--- src/rtl/lsb_mem_unit_pkg.sv ---
`default_nettype none
// ============================================================================
// Module   : lsb_mem_unit_pkg
// Purpose  : Shared constants, types and helpers for the LSB memory unit:
//            RoB tag width, access-size encodings, I/O base address, FSM
//            state type and size/alignment helper functions.
// Revision : 1.0 - initial release
// ============================================================================
package lsb_mem_unit_pkg;

  localparam int          ROB_SIZE_WIDTH  = 4;
  localparam logic [31:0] IO_BASE_DEFAULT = 32'h0003_0000;

  localparam logic [1:0] MEM_B = 2'd0;
  localparam logic [1:0] MEM_H = 2'd1;
  localparam logic [1:0] MEM_W = 2'd2;

  typedef enum logic [1:0] {
    ST_IDLE  = 2'd0,
    ST_LOAD  = 2'd1,
    ST_STORE = 2'd2
  } state_t;

  // Size code 3 is illegal and handled exactly like a word access.
  function automatic logic [1:0] norm_size(input logic [1:0] size);
    return (size == 2'd3) ? MEM_W : size;
  endfunction

  function automatic logic [2:0] size_bytes(input logic [1:0] size);
    case (size)
      MEM_B:   return 3'd1;
      MEM_H:   return 3'd2;
      default: return 3'd4;
    endcase
  endfunction

  function automatic logic is_misaligned(input logic [1:0] size, input logic [1:0] addr_lo);
    case (size)
      MEM_B:   return 1'b0;
      MEM_H:   return addr_lo[0];
      default: return (addr_lo != 2'b00);
    endcase
  endfunction

endpackage
`default_nettype wire

--- src/rtl/lsb_mem_unit_if.sv ---
`default_nettype none
// ============================================================================
// Module   : lsb_mem_unit_if
// Purpose  : Request / response / byte-bus bundle of the LSB memory unit.
//            slave  = view of the memory unit itself.
//            master = view of the surroundings (LSB, RoB, RAM/IO bus).
// Signals  : req_* (request handshake), flush, mem_* / io_buffer_full
//            (byte-serial bus), resp_* (broadcast completion).
// Options  : MEM_MISALIGN_CHECK_EN adds resp_err.
// Revision : 1.0 - initial release
// ============================================================================
interface lsb_mem_unit_if #(
  parameter int ROB_W = 4
);
  logic             req_valid;
  logic             req_ready;
  logic             req_is_store;
  logic [1:0]       req_size;
  logic             req_unsigned;
  logic [31:0]      req_addr;
  logic [31:0]      req_data;
  logic [ROB_W-1:0] req_rob_id;
  logic             flush;
  logic [7:0]       mem_din;
  logic             io_buffer_full;
  logic [7:0]       mem_dout;
  logic [31:0]      mem_a;
  logic             mem_wr;
  logic             resp_valid;
  logic [ROB_W-1:0] resp_rob_id;
  logic [31:0]      resp_value;
`ifdef MEM_MISALIGN_CHECK_EN
  logic             resp_err;
`endif

  modport slave (
    input  req_valid, req_is_store, req_size, req_unsigned, req_addr,
           req_data, req_rob_id, flush, mem_din, io_buffer_full,
    output req_ready, mem_dout, mem_a, mem_wr, resp_valid, resp_rob_id,
           resp_value
`ifdef MEM_MISALIGN_CHECK_EN
    , output resp_err
`endif
  );

  modport master (
    output req_valid, req_is_store, req_size, req_unsigned, req_addr,
           req_data, req_rob_id, flush, mem_din, io_buffer_full,
    input  req_ready, mem_dout, mem_a, mem_wr, resp_valid, resp_rob_id,
           resp_value
`ifdef MEM_MISALIGN_CHECK_EN
    , input resp_err
`endif
  );

endinterface
`default_nettype wire

--- src/rtl/lsb_mem_extend.sv ---
`default_nettype none
// ============================================================================
// Module   : lsb_mem_extend
// Purpose  : Combinational size / sign extension of the assembled load word.
// Ports    : data_in     - little-endian assembled bytes
//            size        - MEM_B / MEM_H / other = word
//            is_unsigned - zero-extend instead of sign-extend
//            value       - extended result
// Revision : 1.0 - initial release
// ============================================================================
module lsb_mem_extend
  import lsb_mem_unit_pkg::*;
(
  input  logic [31:0] data_in,
  input  logic [1:0]  size,
  input  logic        is_unsigned,
  output logic [31:0] value
);
  logic sign_b;
  logic sign_h;

  always_comb begin
    sign_b = data_in[7]  & ~is_unsigned;
    sign_h = data_in[15] & ~is_unsigned;
    case (size)
      MEM_B:   value = {{24{sign_b}}, data_in[7:0]};
      MEM_H:   value = {{16{sign_h}}, data_in[15:0]};
      default: value = data_in;
    endcase
  end

endmodule
`default_nettype wire

--- src/rtl/lsb_mem_unit.sv ---
`default_nettype none
// ============================================================================
// Module   : lsb_mem_unit
// Purpose  : Executes one load or store from the load/store buffer over the
//            byte-serial RAM/IO bus and broadcasts the tagged completion.
// Ports    : clk  - system clock
//            rst  - synchronous reset, active low
//            rdy  - global enable, 0 freezes everything
//            bus  - lsb_mem_unit_if.slave (request, flush, byte bus, response)
// Options  : MEM_MISALIGN_CHECK_EN - misaligned half/word accesses are
//            answered with 32'hDEAD_BEEF and resp_err instead of bus traffic.
// Revision : 1.0 - initial release
// ============================================================================
module lsb_mem_unit
  import lsb_mem_unit_pkg::*;
#(
  parameter int          ROB_W   = ROB_SIZE_WIDTH,
  parameter logic [31:0] IO_BASE = IO_BASE_DEFAULT
) (
  input  logic          clk,
  input  logic          rst,
  input  logic          rdy,
  lsb_mem_unit_if.slave bus
);
  state_t           state_q, state_d;
  logic [2:0]       cnt_q, cnt_nx, nbytes;
  logic [31:0]      addr_q, data_buf, load_buf, ext_value;
  logic [1:0]       size_q, capt_idx;
  logic             uns_q;
  logic [ROB_W-1:0] tag_q, resp_tag_q;
  logic [31:0]      mem_a_q, resp_value_q;
  logic [7:0]       mem_dout_q;
  logic             mem_wr_q, resp_valid_q;
  logic             idle, accept, misalign_req, io_stall, last_done;

`ifdef MEM_MISALIGN_CHECK_EN
  logic resp_err_q;
  assign misalign_req = is_misaligned(norm_size(bus.req_size), bus.req_addr[1:0]);
  assign bus.resp_err = resp_err_q;
`else
  assign misalign_req = 1'b0;
`endif

  // State register
  always_ff @(posedge clk) begin
    if (!rst)     state_q <= ST_IDLE;
    else if (rdy) state_q <= state_d;
  end

  // Next-state logic
  always_comb begin
    state_d = state_q;
    case (state_q)
      ST_IDLE:  if (accept && !misalign_req)
                  state_d = bus.req_is_store ? ST_STORE : ST_LOAD;
      ST_LOAD:  if (bus.flush || last_done) state_d = ST_IDLE;
      ST_STORE: if (last_done) state_d = ST_IDLE;
      default:  state_d = ST_IDLE;
    endcase
  end

  // Output / decode logic
  always_comb begin
    idle      = (state_q == ST_IDLE);
    // A load offered during a flush belongs to the squashed path; stores are
    // already committed and are taken regardless.
    accept    = rdy && idle && bus.req_valid && !(bus.flush && !bus.req_is_store);
    nbytes    = size_bytes(size_q);
    cnt_nx    = cnt_q + 3'd1;
    // Load: count reaches N when the last byte is on mem_din.
    // Store: count reaches N once all bytes have been driven.
    last_done = (cnt_q == nbytes);
    io_stall  = (addr_q >= IO_BASE) && bus.io_buffer_full;
    // mem_din carries the byte addressed one cycle earlier, i.e. byte cnt-1.
    capt_idx  = cnt_q[1:0] - 2'd1;
    load_buf  = data_buf;
    load_buf[{capt_idx, 3'b000} +: 8] = bus.mem_din;
  end

  assign bus.req_ready   = idle;
  assign bus.mem_a       = mem_a_q;
  assign bus.mem_dout    = mem_dout_q;
  assign bus.mem_wr      = mem_wr_q;
  assign bus.resp_valid  = resp_valid_q;
  assign bus.resp_rob_id = resp_tag_q;
  assign bus.resp_value  = resp_value_q;

  lsb_mem_extend u_extend (
    .data_in     (load_buf),
    .size        (size_q),
    .is_unsigned (uns_q),
    .value       (ext_value)
  );

  // Datapath and registered bus / response outputs
  always_ff @(posedge clk) begin
    if (!rst) begin
      cnt_q        <= 3'd0;
      addr_q       <= 32'd0;
      size_q       <= MEM_B;
      uns_q        <= 1'b0;
      tag_q        <= '0;
      data_buf     <= 32'd0;
      mem_a_q      <= 32'd0;
      mem_dout_q   <= 8'd0;
      mem_wr_q     <= 1'b0;
      resp_valid_q <= 1'b0;
      resp_tag_q   <= '0;
      resp_value_q <= 32'd0;
`ifdef MEM_MISALIGN_CHECK_EN
      resp_err_q   <= 1'b0;
`endif
    end else if (rdy) begin
      resp_valid_q <= 1'b0;
`ifdef MEM_MISALIGN_CHECK_EN
      resp_err_q   <= 1'b0;
`endif
      case (state_q)
        ST_IDLE: begin
          mem_wr_q <= 1'b0;
          if (accept) begin
            addr_q   <= bus.req_addr;
            size_q   <= norm_size(bus.req_size);
            uns_q    <= bus.req_unsigned;
            tag_q    <= bus.req_rob_id;
            data_buf <= bus.req_is_store ? bus.req_data : 32'd0;
            cnt_q    <= 3'd0;
            if (misalign_req) begin
              resp_valid_q <= 1'b1;
              resp_tag_q   <= bus.req_rob_id;
              resp_value_q <= 32'hDEAD_BEEF;
`ifdef MEM_MISALIGN_CHECK_EN
              resp_err_q   <= 1'b1;
`endif
            end else if (!bus.req_is_store) begin
              mem_a_q <= bus.req_addr;
            end
          end
        end
        ST_LOAD: begin
          mem_wr_q <= 1'b0;
          if (!bus.flush) begin
            if (cnt_q != 3'd0) data_buf <= load_buf;
            if (last_done) begin
              resp_valid_q <= 1'b1;
              resp_tag_q   <= tag_q;
              resp_value_q <= ext_value;
            end else begin
              cnt_q <= cnt_nx;
              if (cnt_nx < nbytes) mem_a_q <= addr_q + {29'd0, cnt_nx};
            end
          end
        end
        ST_STORE: begin
          if (last_done) begin
            mem_wr_q     <= 1'b0;
            resp_valid_q <= 1'b1;
            resp_tag_q   <= tag_q;
            resp_value_q <= 32'd0;
          end else begin
            mem_a_q    <= addr_q + {29'd0, cnt_q};
            mem_dout_q <= data_buf[{cnt_q[1:0], 3'b000} +: 8];
            // A full I/O buffer parks the current byte without writing it.
            mem_wr_q   <= !io_stall;
            if (!io_stall) cnt_q <= cnt_nx;
          end
        end
        default: mem_wr_q <= 1'b0;
      endcase
    end
  end

endmodule
`default_nettype wire
--- src/flat_wrapper.sv ---
// flat-port wrapper written by rule: the top's interface ports become plain ports
module lsb_mem_unit_flat import lsb_mem_unit_pkg::*;
#(
  parameter int          ROB_W   = ROB_SIZE_WIDTH,
  parameter logic [31:0] IO_BASE = IO_BASE_DEFAULT
)
  (clk, rst, rdy, bus_req_valid, bus_req_is_store, bus_req_size, bus_req_unsigned, bus_req_addr, bus_req_data, bus_req_rob_id, bus_flush, bus_mem_din, bus_io_buffer_full, bus_req_ready, bus_mem_dout, bus_mem_a, bus_mem_wr, bus_resp_valid, bus_resp_rob_id, bus_resp_value);
  lsb_mem_unit_if #(.ROB_W(ROB_W)) bus_i ();
  input  logic clk;
  input  logic rst;
  input  logic rdy;
  input wire logic [$bits(bus_i.req_valid)-1:0] bus_req_valid;
  input wire logic [$bits(bus_i.req_is_store)-1:0] bus_req_is_store;
  input wire logic [$bits(bus_i.req_size)-1:0] bus_req_size;
  input wire logic [$bits(bus_i.req_unsigned)-1:0] bus_req_unsigned;
  input wire logic [$bits(bus_i.req_addr)-1:0] bus_req_addr;
  input wire logic [$bits(bus_i.req_data)-1:0] bus_req_data;
  input wire logic [$bits(bus_i.req_rob_id)-1:0] bus_req_rob_id;
  input wire logic [$bits(bus_i.flush)-1:0] bus_flush;
  input wire logic [$bits(bus_i.mem_din)-1:0] bus_mem_din;
  input wire logic [$bits(bus_i.io_buffer_full)-1:0] bus_io_buffer_full;
  output wire logic [$bits(bus_i.req_ready)-1:0] bus_req_ready;
  output wire logic [$bits(bus_i.mem_dout)-1:0] bus_mem_dout;
  output wire logic [$bits(bus_i.mem_a)-1:0] bus_mem_a;
  output wire logic [$bits(bus_i.mem_wr)-1:0] bus_mem_wr;
  output wire logic [$bits(bus_i.resp_valid)-1:0] bus_resp_valid;
  output wire logic [$bits(bus_i.resp_rob_id)-1:0] bus_resp_rob_id;
  output wire logic [$bits(bus_i.resp_value)-1:0] bus_resp_value;
  assign bus_i.req_valid = bus_req_valid;
  assign bus_i.req_is_store = bus_req_is_store;
  assign bus_i.req_size = bus_req_size;
  assign bus_i.req_unsigned = bus_req_unsigned;
  assign bus_i.req_addr = bus_req_addr;
  assign bus_i.req_data = bus_req_data;
  assign bus_i.req_rob_id = bus_req_rob_id;
  assign bus_i.flush = bus_flush;
  assign bus_i.mem_din = bus_mem_din;
  assign bus_i.io_buffer_full = bus_io_buffer_full;
  assign bus_req_ready = bus_i.req_ready;
  assign bus_mem_dout = bus_i.mem_dout;
  assign bus_mem_a = bus_i.mem_a;
  assign bus_mem_wr = bus_i.mem_wr;
  assign bus_resp_valid = bus_i.resp_valid;
  assign bus_resp_rob_id = bus_i.resp_rob_id;
  assign bus_resp_value = bus_i.resp_value;
  lsb_mem_unit #(.ROB_W(ROB_W), .IO_BASE(IO_BASE)) u_core (.clk(clk), .rst(rst), .rdy(rdy), .bus(bus_i));
endmodule
--- config.mk ---
export PLATFORM = sky130hd
export DESIGN_NAME = lsb_mem_unit_flat
export DESIGN_NICKNAME = d
export VERILOG_FILES = /design/src/rtl/lsb_mem_unit_pkg.sv /design/src/rtl/lsb_mem_unit_if.sv /design/src/rtl/lsb_mem_extend.sv /design/src/rtl/lsb_mem_unit.sv /design/src/flat_wrapper.sv
export SDC_FILE = /design/constraint.sdc
export NUM_CORES = 1
export LEC_CHECK = 0
export BUFFER_PORTS_ARGS = -buffer_cell sky130_fd_sc_hd__buf_2
export CAP_MARGIN = 25
export CELL_PAD_IN_SITES_DETAIL_PLACEMENT = 1
export CELL_PAD_IN_SITES_GLOBAL_PLACEMENT = 1
export CORE_UTILIZATION = 35
export DETAILED_ROUTE_END_ITERATION = 7
export PLACE_DENSITY = 0.77
export SYNTH_ARGS = -nofsm -noshare
export SYNTH_HDL_FRONTEND = slang
export SYNTH_SLANG_ARGS = --single-unit
--- constraint.sdc ---
create_clock -name clk -period 3.7 [get_ports clk]
set_input_delay 0.74 -clock clk [delete_from_list [all_inputs] [get_ports clk]]
set_output_delay 0.74 -clock clk [all_outputs]
set_load 0.02 [all_outputs]
==> impl_metrics.py <==
metrics = {
    "grt": {
        "global_route.overflow_total": 0,
        "wire_length_of_the_first_global_routing_pass_um": 41300,
        "antenna_violations_before_repair": 1,
        "number_of_global_route_vias_before_repair": 7575,
        "grt_max_degree": 64,
        "grtUsageTotal": 0.223,
    },
    "clock_tree": {
        "clk_path_buf_depth": 2,
        "post_cts_hold_buffers": 0,
        "cts_tree": "yes",
        "cts_inserted_buffers": 17,
        "ctsRootBufferMaster": "sky130_fd_sc_hd__clkbuf_16",
        "clk_latency_ps": 440,
        "cts.repair.resized": 0,
        "h-tree-depth": 4,
        "cts_post_setup_buffers_inserted": 0,
        "cts.sink_count": 154,
        "path_clk_slew_ps": 70,
    },
    "place": {
        "placed_area_sq_um": 9160,
        "buffer_ports.inserted": 164,
        "dp_hpwl_um": 18700,
        "finalWeightedCongestion": 0.815,
    },
    "synthesis": {
        "synthXorXnorAreaFrac": 0.0358,
        "net_count_after_synthesis": 1024,
        "synth.lib_cells_used.distinct": 65,
        "ys_seq_area_frac": 0.382,
        "yosys_warnings": 0,
        "synth_top_family_by_area": "compound AO/OA/AOI/OAI gates",
        "synthFlopType": "sky130_fd_sc_hd__dfxtp_1",
        "synth-edff-count": 0,
        "postSynthCellCount": 922,
        "syn-mean-instance-area_sq_um": 8.75,
        "yosysTopAreaCellShare": 0.382,
        "post_synth_main_area_contributors": "sky130_fd_sc_hd__dfxtp_1 (38%), sky130_fd_sc_hd__nand2_1 (7.6%), sky130_fd_sc_hd__nor2b_1 (5.0%), sky130_fd_sc_hd__mux2i_1 (4.8%), sky130_fd_sc_hd__a21boi_0 (4.5%)",
        "share_of_cell_area_taken_by_muxes_after_synthesis": 0.0721,
        "flip_flop_and_latch_count_after_synthesis": 154,
        "synth_simple_gate_area_frac": 0.213,
        "synth_largest_area_cell": "sky130_fd_sc_hd__dfxtp_1",
        "syn-cell-area_sq_um": 8070,
        "async_reset_ff_frac": 0,
        "synth_fa_ha_area_frac": 0.0257,
        "synth_compound_area_frac": 0.223,
    },
    "worst_setup_path": {
        "crit_type": "reg -> reg",
        "cp.required_ps": 4060,
        "crit_chain": "inv_1, ha_1, mux2_2, fa_1, a21oi_1, nor4_2, buf_4, nand4_1, xor2_1, a211o_1, a21boi_1",
        "path_max_fanout": 12,
        "critPathSlowestCell": "sky130_fd_sc_hd__ha_1",
        "startpoint_type": "flop",
        "critical-path-max-stage-delay_ps": 600,
        "sort_of_element_at_the_end_of_the_critical_path": "flop",
        "timing.critical_path.arrival_ps": 3600,
    },
    "floorplan": {
        "core_area_sq_um": 22600,
        "row_count": 55,
        "die_height_um": 154,
        "chipWidth_um": 154,
        "io_pins": 165,
        "initial_utilization": 0.356,
        "fp.dieArea_sq_um": 23700,
    },
    "finish": {
        "final_std_cell_area_no_fill_sq_um": 9740,
        "nNetsFinal": 1161,
        "layout_commonest_cell": "sky130_fd_sc_hd__nand2_1",
        "fillers": 2726,
        "syn2layout_area_growth_pct": 20.7,
        "drive_gt1_frac": 0.236,
        "layout.cells.most_common_list": "sky130_fd_sc_hd__nand2_1 (164), sky130_fd_sc_hd__buf_2 (163), sky130_fd_sc_hd__dfxtp_1 (154)",
    },
    "sta": {
        "fmaxAchievable_mhz": 309,
        "final_setup_tns_ps": 0,
        "post-route-period-util": 0.874,
        "grt_setup_unrepaired": "no",
        "slew_headroom": 0.343,
        "finalWorstPathRequiredPeriod_ps": 3230,
        "report.final.hold_viol_count": 0,
        "final.setup_skew_ps": 18.1,
        "worstMarginPinSlew_ps": 983,
        "slew_viol_final": 0,
        "finalSetupViolCount": 0,
    },
    "job": {
        "max_cap_viol_count": 0,
    },
    "routing": {
        "detail_route.wirelength_um": 25700,
        "avgRoutedWirePerCell_um": 18.9,
        "drtAntennaViolNets": 0,
        "vias_per_cell": 5.47,
        "drt_first_pass_iters": 4,
        "detail_route.drc_violations": 0,
        "drt_iter0_drc": 362,
        "vias": 7423,
    },
    "power_and_ir_drop": {
        "peakVddDrop_mv": 0.250,
        "leak_pwr_nw": 3.98,
        "power-per-cell-area_nw_per_um2": 423,
        "power.total_mw": 4.12,
    },
    "outcome": {
        "run_status": "finished, final reports clean",
    },
    "hold_path": {
        "hp_class": "reg -> reg",
    },
}
[Yosys cell counts (5+ instances only)]
cell type                  instances
sky130_fd_sc_hd__nand2_1         164
sky130_fd_sc_hd__dfxtp_1         154
sky130_fd_sc_hd__nor2b_1          65
sky130_fd_sc_hd__clkbuf_1         51
sky130_fd_sc_hd__a21boi_0         48
sky130_fd_sc_hd__o21ai_0          46
sky130_fd_sc_hd__mux2i_1          39
sky130_fd_sc_hd__a21oi_1          30
sky130_fd_sc_hd__a22o_1           28
sky130_fd_sc_hd__a22oi_1          23
sky130_fd_sc_hd__inv_1            21
sky130_fd_sc_hd__nand3_1          21
sky130_fd_sc_hd__nor2_1           19
sky130_fd_sc_hd__xor2_1           19
sky130_fd_sc_hd__ha_1             15
sky130_fd_sc_hd__xnor2_1          14
sky130_fd_sc_hd__o211a_1          13
sky130_fd_sc_hd__a211oi_1         12
sky130_fd_sc_hd__and3_1           11
sky130_fd_sc_hd__buf_2            10
sky130_fd_sc_hd__nand4_1           9
sky130_fd_sc_hd__o22ai_1           9
sky130_fd_sc_hd__and2_1            8
sky130_fd_sc_hd__mux4_2            8
sky130_fd_sc_hd__o211ai_1          8
sky130_fd_sc_hd__a31o_2            7
sky130_fd_sc_hd__a211o_1           5
sky130_fd_sc_hd__nand4b_1          5
[flip-flops by register name, indices dropped and copies added, names as in the netlist]
signal                  flops
u_core.cnt_q                3
u_core.bus.mem_wr           1
u_core.bus.resp_rob_id      4
u_core.bus.resp_value      32
u_core.addr_q              32
u_core.bus.resp_valid       1
u_core.bus.mem_dout         8
u_core.tag_q                4
u_core.bus.mem_a           32
u_core.data_buf            32
u_core.state_q              2
u_core.size_q               2
u_core.uns_q                1
[per-stage QoR]
stage               utilization  cells  hold slack (ps)  setup slack, ps
CTS                       0.430   1357              462              444
floorplan                     -    922              443              484
finish                    0.430   1358              458              466
global route              0.430   1357              492              258
detailed placement        0.405   1325              451              447
global placement          0.405   1325              442              618
[path summary, 6_finish.rpt]
path	startpoint	cells past startpoint	slack, ps	end
max	u_core.state_q[0]	11	470	u_core.bus.mem_a[20]
min	u_core.bus.mem_a[8]	2	460	u_core.bus.mem_a[8]
max reg2reg	u_core.state_q[0]	11	470	u_core.bus.mem_a[20]
min reg2reg	u_core.bus.mem_a[8]	2	460	u_core.bus.mem_a[8]
[cell families (layout without fill, tap and decap cells)]
logic type               Yosys count  after routing
flip-flops                       154            154
buffers and inverters             90            240
AND/OR/NAND/NOR                  335            335
XOR/XNOR                          33             33
AO/OA/AOI/OAI                    246            246
multiplexers                      48             48
other                              0              1
adder cells (fa/ha/maj)           16             16
[metal layers]
metal  share of wire  global-route usage  up-vias
met5               0                   0        -
met3           0.050              0.0440       36
li1                -                   -     3537
met2            0.49               0.376      192
met1            0.44               0.283     3658
met4           0.018              0.0729        0
[critical path: cells and delay by family, from the launching register on]
kind / cells / cell delay, ps
adder cells (fa/ha/maj): 2 / 1050
AND/OR/NAND/NOR: 2 / 220
AO/OA/AOI/OAI: 3 / 750
buffers and inverters: 2 / 290
multiplexers: 1 / 440
flip-flops: 1 / 340
XOR/XNOR: 1 / 80
[final cells by class]
type / instances / area (sq um) / share of cell area
Antenna cell: 1 / 2.50 / 0.000257
Inverter: 21 / 78.8 / 0.00809
Clock buffer: 17 / 425 / 0.0437
Multi-Input combinational cell: 678 / 4620 / 0.474
Sequential cell: 154 / 3080 / 0.316
Tap cell: 285 / 357 / 0.0366
Clock inverter: 15 / 156 / 0.0161
Timing Repair Buffer: 187 / 1020 / 0.105
[report_power, final]
group          switching, mW  leakage [nW]  internal (mW)
logic                  0.364          2.46          0.233
clock network          0.836         0.276          0.898
registers             0.0627          1.25           1.72
total                   1.26          3.98           2.85
Note: power is estimated with default switching activity, not from simulation.
